[config.mk]
export PLATFORM = sky130hd
export DESIGN_NAME = serial_word_rx
export DESIGN_NICKNAME = d
export VERILOG_FILES = /design/src/rtl/serial_word_rx.sv
export SDC_FILE = /design/constraint.sdc
export NUM_CORES = 1
export LEC_CHECK = 0
export BUFFER_PORTS_ARGS = -buffer_cell sky130_fd_sc_hd__clkbuf_2
export CORE_MARGIN = 4
export CORE_UTILIZATION = 45
export DETAILED_ROUTE_END_ITERATION = 12
export GPL_ROUTABILITY_DRIVEN = 0
export GPL_TIMING_DRIVEN = 1
export PLACE_DENSITY_LB_ADDON = 0.15
export REMOVE_ABC_BUFFERS = 1
export SYNTH_ARGS = -nofsm -noshare
export SYNTH_HDL_FRONTEND = slang
export SYNTH_SLANG_ARGS = --single-unit
[constraint.sdc]
create_clock -name clk_i -period 2.2 [get_ports clk_i]
set_input_delay 0.22 -clock clk_i [delete_from_list [all_inputs] [get_ports clk_i]]
set_output_delay 0.22 -clock clk_i [all_outputs]
set_load 0.005 [all_outputs]
[src/rtl/serial_word_rx.sv]
// Start/data/stop serial frame receiver with a one-word valid/ready output buffer; word valid one edge after the stop strobe,
// a completed word is dropped (overrun_o) when the buffer is held. Define SERIAL_WORD_RX_PARITY_EN for an even-parity bit.
module serial_word_rx #(
  parameter int WIDTH     = 4,
  parameter bit MSB_FIRST = 1'b0
) (
  input  logic             clk_i,
  input  logic             rst_i,
  input  logic             ser_i,
  input  logic             bit_en_i,
  output logic [WIDTH-1:0] D_par,
  output logic             valid_o,
  input  logic             ready_i,
  output logic             busy_o,
  output logic             overrun_o,
  output logic             frame_err_o,
`ifdef SERIAL_WORD_RX_PARITY_EN
  output logic             parity_err_o,
`endif
  input  logic             clr_err_i
);

  localparam int CW = $clog2(WIDTH + 1);

`ifdef SERIAL_WORD_RX_PARITY_EN
  typedef enum logic [2:0] {IDLE, DATA, PAR, STOP, BRK} state_t;
`else
  typedef enum logic [2:0] {IDLE, DATA, STOP, BRK} state_t;
`endif

  state_t           state;
  logic [WIDTH-1:0] sr;
  logic [WIDTH-1:0] sr_nxt;
  logic [CW-1:0]    cnt;
  logic             complete;
  logic             bad_stop;

  always_comb begin
    sr_nxt   = MSB_FIRST ? {sr[WIDTH-2:0], ser_i} : {ser_i, sr[WIDTH-1:1]};
    complete = (state == STOP) && bit_en_i && ser_i;
    bad_stop = (state == STOP) && bit_en_i && !ser_i;
    busy_o   = (state != IDLE);
  end

  always_ff @(posedge clk_i) begin
    if (rst_i) begin
      state        <= IDLE;
      sr           <= '0;
      cnt          <= '0;
      D_par        <= '0;
      valid_o      <= 1'b0;
      overrun_o    <= 1'b0;
      frame_err_o  <= 1'b0;
`ifdef SERIAL_WORD_RX_PARITY_EN
      parity_err_o <= 1'b0;
`endif
    end else begin
      frame_err_o <= bad_stop;

      // Clears are written first so a same-cycle set below takes priority.
      if (clr_err_i) begin
        overrun_o    <= 1'b0;
`ifdef SERIAL_WORD_RX_PARITY_EN
        parity_err_o <= 1'b0;
`endif
      end

      if (bit_en_i) begin
        case (state)
          IDLE: begin
            if (!ser_i) begin
              state <= DATA;
              cnt   <= '0;
            end
          end
          DATA: begin
            sr  <= sr_nxt;
            cnt <= cnt + 1'b1;
            if (cnt == CW'(WIDTH - 1)) begin
`ifdef SERIAL_WORD_RX_PARITY_EN
              state <= PAR;
`else
              state <= STOP;
`endif
            end
          end
`ifdef SERIAL_WORD_RX_PARITY_EN
          PAR: begin
            if ((^sr) ^ ser_i) parity_err_o <= 1'b1;
            state <= STOP;
          end
`endif
          STOP:    state <= ser_i ? IDLE : BRK;
          // A line held low after a bad stop bit must not look like a new start bit.
          BRK:     if (ser_i) state <= IDLE;
          default: state <= IDLE;
        endcase
      end

      if (complete) begin
        if (!valid_o || ready_i) begin
          D_par   <= sr;
          valid_o <= 1'b1;
        end else begin
          overrun_o <= 1'b1;
        end
      end else if (valid_o && ready_i) begin
        valid_o <= 1'b0;
      end
    end
  end

endmodule

Yosys cells after proc, flatten, opt, wreduce, memory -nomap -nowiden

Index checks and enable logic that the tools add are counted.
Widths: inputs -> output; s select.

Output and inout port bits: 8
Flip-flop bits (word level): 17

Reduce and logical (&&, ||, !) cells: 16
Equality and inequality tests: 8
Add/subtract/negate cells: 1
Multiplexer cells: 13

Operators by type and width:

| cell                | count |
|---|---|
| $mux 3              | 4 |
| $pmux 3 s4          | 1 |
| $eq 3x2->1 const B  | 3 |
| $mux 1              | 6 |
| $ne 2x2->1 const B  | 3 |
| $pmux 3 s2          | 1 |
| $reduce_and 2->1    | 3 |
| $logic_and 1x1->1   | 4 |
| $reduce_and 4->1    | 1 |
| $reduce_bool 2->1   | 2 |
| $add 3x1->3 const B | 1 |
| $eq 3x1->1 const B  | 1 |
| $logic_not 3->1     | 1 |
| $reduce_and 3->1    | 1 |
| $reduce_bool 3->1   | 1 |
| $logic_not 1->1     | 2 |
| $mux 2              | 1 |
| $ne 2x1->1 const B  | 1 |
| $logic_or 1x1->1    | 1 |

Depth between registers and ports, before layout

Gate-level depths: netlist (run 1).

Depth in word-level cells: 5
Gate-level depth with buffers: 5

Least setup slack after synthesis (run 1)

No wires, ideal clock.

Kind: flip-flop to flip-flop
From: reg state[0]
To: reg D_par[0]
Data arrival time: 1056 ps
Cell stages (with the launch flop): 5
Path slack: 1073 ps
Path buffers: 1
Library setup time: 72 ps
Required time: 2128 ps
Period minus slack after synthesis: 1127 ps
Path through: dfxtp_1 > buf_4 > nor2b_4 > nor3b_4 > mux2i_1

Cells in the longest elaborated chain, start to end: 4

RTL lines:

| element                         | RTL line | text |
|---|---|---|
| start: declaration              | 31       | `state_t state;` |
| start signal: assignment        | 93       | `STOP: state <= ser_i ? IDLE : BRK;` |
| $eq 3x2->1                      | 40       | `complete = (state == STOP) && bit_en_i && ser_i;` |
| $logic_and 1x1->1 (2 in series) | 40       |  |
| $reduce_and 2->1 (no line)      | -        |  |
| end signal: assignment          | 102      | `D_par <= sr;` |
| end: declaration                | 11       | `output logic [WIDTH-1:0] D_par,` |

No other way between the ends.
A chain may end at the register's enable or synchronous reset.

Final worst setup path (run 1)

From: reg state[1]
To: out busy_o

Cells in the longest elaborated chain, start to end: 1

RTL lines:

| element           | RTL line | text |
|---|---|---|
| $reduce_bool 3->1 | 42       | `busy_o = (state != IDLE);` |
| end: declaration  | 14       | `output logic busy_o,` |

No other way between the ends.

==> flow_summary.json, run 1 <==
{
  "antennaDiodeCount": 0,
  "synth_edf_count": 0,
  "required_ns": 1.98,
  "antenna_found_initial": 0,
  "synth_cells": 78,
  "endpoint_kind": "output port",
  "htreeDepth": 1,
  "cp.depth": 2,
  "synth-seq-cells": 16,
  "clk_pin_slew_ns": 0.10,
  "root_buffer": "clkbuf_4",
  "placed_cell_area_um2": 767,
  "yosysTopAreaCell": "dfxtp_1",
  "dp_hpwl_um": 808,
  "crit_slowest_cell": "dfxtp_1",
  "io_pins": 14,
  "crit_buf_inv": 1,
  "startpoint": "state[1]",
  "fp.coreArea_um2": 1510,
  "ff2ff_path_depth": 3,
  "cts_tree": "yes",
  "design_area_um2": 803,
  "die_x_um": 47.8,
  "wl_per_cell_um": 11.1,
  "die_y_um": 47.8,
  "synthArstFlopShare_pct": 0,
  "io_buffers": 13,
  "cts_setup_buffers": 0,
  "grt_max_degree": 21,
  "maxCapViolations": 0,
  "synth_cell_types": 24,
  "finalCritPeriodShare_pct": 60.6,
  "finalClockSkew_ns": 0.00252,
  "syn_avg_cell_area_um2": 9.13,
  "drtIter0Drc": 4,
  "slowest_delay_ns": 0.40,
  "insertion_delay_ns": 0.28,
  "firstDrtPassIters": 4,
  "clock_path_buffers": 2,
  "cp_max_fo": 11,
  "dieArea_um2": 2280,
  "max_freq_ghz": 0.750,
  "mostFrequentLayoutCell": "dfxtp_1",
  "wl_um": 1170,
  "grt_pass1_vias": 448,
  "slew_viol_final": 0,
  "synth_top_flop_cell": "dfxtp_1",
  "powerDensity_nw_per_um2": 653,
  "ys_seq_area_share_pct": 45.0,
  "ant_nets": 0,
  "drt-vias-per-instance": 5.11,
  "area_growth_pct": 12.8,
  "tightestPinTransition_ns": 0.350,
  "leakagePower_nw": 0.303,
  "grt_pass1_wl_um": 1950,
  "path_class": "reg2out",
  "vdd_drop_max_uv": 325,
  "worstSetupStartpointType": "flop",
  "num_rows": 14,
  "hold_violations": 0,
  "synth_area_leaders": "dfxtp_1 (45%), nand2b_1 (9.7%), mux2i_1 (7.0%), nand2_1 (5.3%), a21oi_1 (4.9%)",
  "final_nets": 98,
  "cp_top_family": "flip-flops",
  "hold_start": "ser_i",
  "min-delay-path-class": "in2reg",
  "whs_path_depth": 2,
  "cts_resized": 0,
  "outcome": "completed",
  "cts_num_sinks": 16,
  "fin_setup_tns_ns": 0,
  "maxSlewHeadroom_pct": 76.6,
  "drive_gt1_share_pct": 22.5,
  "finalCriticalPeriod_ns": 1.33,
  "rsz0062_at_grt": "no",
  "drcViolationCount": 0,
  "synthesis.area_um2": 712,
  "crit_arrival_ns": 1.11,
  "grt.total_usage_pct": 12.2,
  "finalSetupViolCount": 0,
  "reg2reg_from": "state[1]",
  "numCtsBuffers": 3,
  "crit_chain": "or2_2 > clkbuf_2",
  "start_util_pct": 47.3,
  "ys_warn_count": 0,
  "layout_common_cells": "dfxtp_1 (16), clkbuf_2 (13), nand2b_1 (11), nand2_1 (10), a21oi_1 (7)",
  "grt_overflow": 0,
  "yosys.area.top_type_share_pct": 45.0,
  "holdBufCountCts": 0,
  "num_vias": 537
}
state kept, by name, indices dropped and copies added, names as in the netlist:
signal and flops:
valid_o 1, sr 4, frame_err_o 1, D_par 4, cnt 3, overrun_o 1, state 2
final timing paths:
kind / endpoint / slack, ns
setup / recovery: busy_o / 0.87
hold / removal: frame_err_o / 0.17
setup reg to reg: D_par[1] / 0.93
hold reg to reg: sr[0] / 0.46
cell type report:
type,instances,area [um^2]
repair buffers,13,65.1
flip-flops and latches,16,320
multi-input cells,55,358
inverters,1,3.75
fillers,160,703
clock buffers,4,36.3
well taps,16,20.0
routing by layer:
metal  vias to the layer above  GRT usage (%)  wire (um)
met5                         -              0          0
met4                         0           8.06         13
met3                         2           2.26         61
met2                        11           17.4        485
met1                       235           16.4        607
li1                        289              -          -
synth_stat cells, types with 2 or more instances:
| master | instances |
|---|---|
| dfxtp_1 | 16 |
| nand2b_1 | 11 |
| nand2_1 | 10 |
| a21oi_1 | 7 |
| mux2i_1 | 5 |
| nor2_1 | 4 |
| buf_2 | 3 |
| o21ai_0 | 3 |
| a31oi_1 | 2 |
| clkbuf_1 | 2 |
| ha_1 | 2 |
through the flow:
step                      util [%]  setup WS, ns  std cells  power, mW  hold WS, ns
after CTS                     53.3         0.858        105      0.530        0.162
after detailed placement      50.9         0.958        101      0.337        0.450
after global placement        50.9         0.978        101      0.336        0.452
after global routing          53.3         0.787        105      0.549        0.175
final                         53.3         0.866        105      0.525        0.169
after floorplan                  -          1.10         72      0.321        0.289
cell families (layout without fill, tap and decap cells):
family	after synthesis	count (layout)	share of synthesized area, %
and+or+nand+nor	33	33	27.4
DFF	16	16	45.0
AOI/OAI and AO/OA	15	15	12.3
buffers and inverters	7	18	4.74
muxes	5	5	7.03
adders and majority gates	2	2	3.51
power breakdown:
group / internal, mW / leakage [nW] / switching [mW]
Sequential: 0.293 / 0.129 / 0.00465
Combinational: 0.0155 / 0.153 / 0.0180
Clock: 0.101 / 0.0210 / 0.0933
(Power assumes the default switching activity.)
==> run 2, diff against run 1 <==
- clock period: 2.2 -> 1.2 ns (I/O delays scaled with it)
==> run 2 against run 1 <==
Critical path depth is 1 higher; sequential share of layout area is 2.4 points lower; first-iteration DRC count is 75% higher; clock-buffer cell count is 1 lower; worst setup slack worse by 0.85 ns; global-route usage is 1.1 points higher; combinational power grew to 2.8 times the previous value; routed wire length is 7.2% higher; clock skew hardly changed; register-to-register slack worse by 0.88 ns; die area stayed put; via count is 6.3% higher; critical endpoint unchanged.
==> flow_summary.json, run 2 (same netlist as run 1, synthesis figures left out) <==
{
  "outcome": "completed",
  "hold_start": "ser_i",
  "layout_common_cells": "dfxtp_1 (13), clkbuf_2 (13), nand2b_1 (11), nand2_1 (10)",
  "finalSetupViolCount": 0,
  "worstSetupStartpointType": "flop",
  "grt_max_degree": 21,
  "crit_slowest_cell": "dfxtp_4",
  "wl_um": 1250,
  "grt_overflow": 0,
  "placed_cell_area_um2": 797,
  "drive_gt1_share_pct": 33.3,
  "die_x_um": 47.8,
  "max_freq_ghz": 0.845,
  "ant_nets": 0,
  "design_area_um2": 871,
  "num_rows": 14,
  "dp.cells": 105,
  "cts_num_sinks": 16,
  "insertion_delay_ns": 0.28,
  "io_buffers": 13,
  "crit_chain": "buf_6 > or2_4 > clkbuf_2",
  "whs_endpoint": "frame_err_o",
  "rsz0062_at_grt": "yes",
  "cp_max_fo": 4,
  "whs_path_depth": 2,
  "finalCritPeriodShare_pct": 98.6,
  "endpoint_kind": "output port",
  "grt.total_usage_pct": 13.2,
  "cts_tree": "yes",
  "finalClockSkew_ns": 0.00234,
  "reg2reg_slack_ns": 0.05,
  "min-delay-path-class": "in2reg",
  "drcViolationCount": 0,
  "start_util_pct": 47.3,
  "vdd_drop_max_uv": 539,
  "path_class": "reg2out",
  "die_y_um": 47.8,
  "fill_cells": 138,
  "powerDensity_nw_per_um2": 1040,
  "grt_pass1_wl_um": 2130,
  "num_vias": 571,
  "antennaDiodeCount": 0,
  "drt-vias-per-instance": 5.10,
  "root_buffer": "clkbuf_4",
  "fp.coreArea_um2": 1510,
  "clock_path_buffers": 2,
  "slew_viol_final": 0,
  "r2r_end": "D_par[1]",
  "required_ns": 1.08,
  "totalPowerFinal_mw": 0.907,
  "finalCriticalPeriod_ns": 1.18,
  "cp_top_family": "flip-flops",
  "maxCapViolations": 0,
  "reg2reg_from": "state[0]",
  "antenna_found_initial": 0,
  "htreeDepth": 1,
  "final_nets": 106,
  "slowest_delay_ns": 0.36,
  "fin_cells": 112,
  "maxSlewHeadroom_pct": 75.9,
  "tightestPinTransition_ns": 0.361,
  "drtIter0Drc": 7,
  "dp_hpwl_um": 879,
  "grt_pass1_vias": 509,
  "area_growth_pct": 22.3,
  "io_pins": 14,
  "clk_pin_slew_ns": 0.09,
  "crit_buf_inv": 2,
  "crit_arrival_ns": 1.06,
  "dieArea_um2": 2280,
  "reg.largest.list": "D_par: 4 flops, sr: 4 flops, cnt: 3 flops",
  "ff2ff_path_depth": 4,
  "leakagePower_nw": 0.340,
  "firstDrtPassIters": 2,
  "wl_per_cell_um": 11.2,
  "numCtsBuffers": 3,
  "hold_violations": 0
}
[run 2: cell count changes in the layout (fill, tap and decap cells not counted), moves of 2 or more]
cell     previous run  this run
dfxtp_2             0         2
buf_4               0         6
buf_6               0         2
dfxtp_1            16        13
[run 2: stage by stage]
step / TNS (ns) / setup WS [ns] / hold WS, ns / utilization (%)
after floorplan: 0 / 0.0961 / 0.189 / -
after global placement: 0 / 0.0662 / 0.382 / 52.9
after detailed placement: 0 / 0.0596 / 0.376 / 52.9
after CTS: -0.00141 / -0.00107 / 0.0645 / 55.6
after global routing: -0.148 / -0.0471 / 0.0912 / 57.8
final: 0 / 0.0163 / 0.0869 / 57.8
[run 2: worst max-delay path by stage]
stage / from / endpoint / slack [ns] / cells after the start
final: state[0] / busy_o / 0.02 / 3
after detailed placement: state[0] / cnt[0] / 0.06 / 3
after floorplan: state[1] / D_par[0] / 0.1 / 3
after global placement: state[0] / cnt[0] / 0.07 / 3
after CTS: state[0] / D_par[0] / -0.001 / 4
after global routing: state[0] / D_par[3] / -0.05 / 4
[run 2: repair_timing]
item / CTS / global route
endpoints found under the hold margin: 0 / 0
gates resized for setup: 4 / 6
hold buffers: 0 / 0
setup buffers: 1 / 3
pin swaps: 0 / 1
setup endpoints to repair: 1 / 9
[run 2: worst register-to-register path, stage by stage (launching register included)]
cell and delay, ns:
dfxtp_4 0.36, buf_6 0.12, nor2b_4 0.10, nor3b_4 0.31, mux2i_1 0.21
[run 2: per-layer routing]
layer  wire [um]  share of wire (%)  track usage [%]
met2         514                 41             19.0
met5           0                  0                0
met3          62                5.0             3.38
met4          11               0.88             6.45
met1         663                 53             18.2
[run 2: area by class of cell]
cell class / count / area [um^2] / area share, %
multi-input cells: 55 / 365 / 42.0
clock buffers: 3 / 22.5 / 2.59
inverters: 1 / 3.75 / 0.431
well taps: 16 / 20.0 / 2.30
repair buffers: 21 / 133 / 15.2
flip-flops and latches: 16 / 327 / 37.5
[run 2: power breakdown]
| group | internal [mW] | switching (mW) |
|---|---|---|
| registers | 0.536 | 0.00456 |
| logic | 0.0521 | 0.0430 |
| clock network | 0.116 | 0.155 |
| total | 0.704 | 0.202 |
==> run 3, diff against run 2 <==
- clock period: 1.2 -> 1.1 ns (I/O delays scaled with it)
==> run 3 against run 2 <==
The flow now finishes with violations (negative setup slack); via count grew 12%; combinational power grew 39%; critical path depth grew 2; clock skew grew 0.0051 ns; clock power grew 45%; first-iteration DRC count grew 29%; sequential power grew 9.4%; final area grew 15%; highest routed layer unchanged.
==> flow_summary.json, run 3 (same netlist as run 1, synthesis figures left out) <==
{
  "outcome": "finished with violations",
  "violations": "negative setup slack",
  "drtIter0Drc": 9,
  "max_freq_ghz": 0.809,
  "insertion_delay_ns": 0.29,
  "drive_gt1_share_pct": 51.0,
  "endpoint_kind": "flop",
  "grt_max_degree": 21,
  "die_x_um": 47.8,
  "hold_violations": 0,
  "crit_arrival_ns": 1.44,
  "required_ns": 1.30,
  "p_int_mw": 0.859,
  "maxSlewHeadroom_pct": 72.8,
  "clk_pin_slew_ns": 0.10,
  "die_y_um": 47.8,
  "fin_setup_tns_ns": -1.12,
  "dieArea_um2": 2280,
  "num_vias": 640,
  "ant_nets": 0,
  "start_util_pct": 47.3,
  "io_buffers": 13,
  "wl_per_cell_um": 12.4,
  "sw_frac_of_total_pct": 23.2,
  "leakagePower_nw": 0.399,
  "placed_cell_area_um2": 820,
  "grt_pass1_vias": 553,
  "cts_tree": "yes",
  "num_rows": 14,
  "layout_common_cells": "clkbuf_2 (13), dfxtp_1 (12), nand2b_1 (10), buf_4 (10), nand2_1 (6)",
  "fp.coreArea_um2": 1510,
  "io_pins": 14,
  "cp_max_fo": 7,
  "whs_ns": 0.0740,
  "drcViolationCount": 0,
  "root_buffer": "clkbuf_4",
  "finalCriticalPeriod_ns": 1.24,
  "path_class": "reg2reg",
  "cts_num_sinks": 16,
  "reg.largest.list": "D_par: 4 flops, sr: 4 flops, cnt: 3 flops",
  "finalCritPeriodShare_pct": 112,
  "finalClockSkew_ns": 0.00740,
  "finalSetupViolCount": 13,
  "drt-vias-per-instance": 5.33,
  "clock_path_buffers": 2,
  "powerDensity_nw_per_um2": 1120,
  "maxCapViolations": 0,
  "antenna_found_initial": 0,
  "design_area_um2": 1000,
  "wl_um": 1490,
  "clkPwrFrac_pct": 35.3,
  "tightestPinTransition_ns": 0.408,
  "antennaDiodeCount": 0,
  "seq_power_share_pct": 52.9,
  "mostFrequentLayoutCell": "clkbuf_2",
  "dp_hpwl_um": 919,
  "rsz0062_at_grt": "yes",
  "vdd_drop_max_uv": 893,
  "grt_overflow": 0,
  "slew_viol_final": 0,
  "worstSetupStartpointType": "flop",
  "area_growth_pct": 40.8,
  "timing.final.ws_setup_ns": -0.136,
  "power_frac_comb_pct": 11.8,
  "totalPowerFinal_mw": 1.12,
  "numCtsBuffers": 3,
  "grt_pass1_wl_um": 2420,
  "utilization_pct": 66.5,
  "switchingPower_mw": 0.259,
  "min-delay-path-class": "in2reg",
  "htreeDepth": 1,
  "final_nets": 113,
  "grt.total_usage_pct": 15.2,
  "firstDrtPassIters": 4
}
-- run 3: cell count changes in the layout (fill, tap and decap cells not counted), sizes merged --
cell,delta
clkbuf,+1
buf,+7
-- run 3: worst paths after layout --
kind	startpoint	end	slack (ns)	cells after the start
setup / recovery	state[0]	cnt[0]	-0.14	5
hold / removal	clr_err_i	overrun_o	0.07	3
setup reg to reg	state[0]	cnt[0]	-0.14	5
hold reg to reg	D_par[0]	D_par[0]	0.47	2
-- run 3: critical path, cell delays in order (launching register included) --
cell and delay [ns]:
dfxtp_4 0.38, buf_6 0.11, buf_4 0.11, and3b_2 0.31, nor2_2 0.06, a211oi_2 0.18
-- run 3: layout make-up --
type | instances | area (um^2)
Clock buffer | 4 | 36.3
Fill cell | 119 | 504
Inverter | 1 | 3.75
Multi-Input combinational cell | 55 | 418
Sequential cell | 16 | 328
Tap cell | 16 | 20.0
Timing Repair Buffer | 28 | 196
-- run 3: power by group through the flow --
stage / registers [mW] / clock network [mW] / logic [mW]
detailed placement: 0.606 / 0 / 0.0853
floorplan: 0.606 / 0 / 0.0360
global route: 0.593 / 0.430 / 0.143
finish: 0.592 / 0.394 / 0.132
global placement: 0.606 / 0 / 0.0845
CTS: 0.591 / 0.405 / 0.111
-- run 3: metrics by stage --
| step | std cells | worst slack, ns |
|---|---|---|
| CTS | 118 | -0.105 |
| global placement | 108 | -0.00149 |
| detailed placement | 108 | -0.0520 |
| global route | 120 | -0.209 |
| finish | 120 | -0.136 |
| floorplan | 72 | -0.00391 |
-- run 3: timing repair --
action	CTS	global route
buffers inserted	6	2
hold buffers	0	0
cloned	0	0
pin swaps	7	4
setup endpoints to repair	8	13
gates resized for setup	15	11
-- run 3: layer usage --
metal | up-vias | wire length [um] | track usage (%)
met3 | 4 | 68 | 2.63
met1 | 302 | 661 | 20.1
met5 | - | 0 | 0
li1 | 321 | - | -
met4 | 0 | 31 | 8.06
met2 | 13 | 730 | 23.2
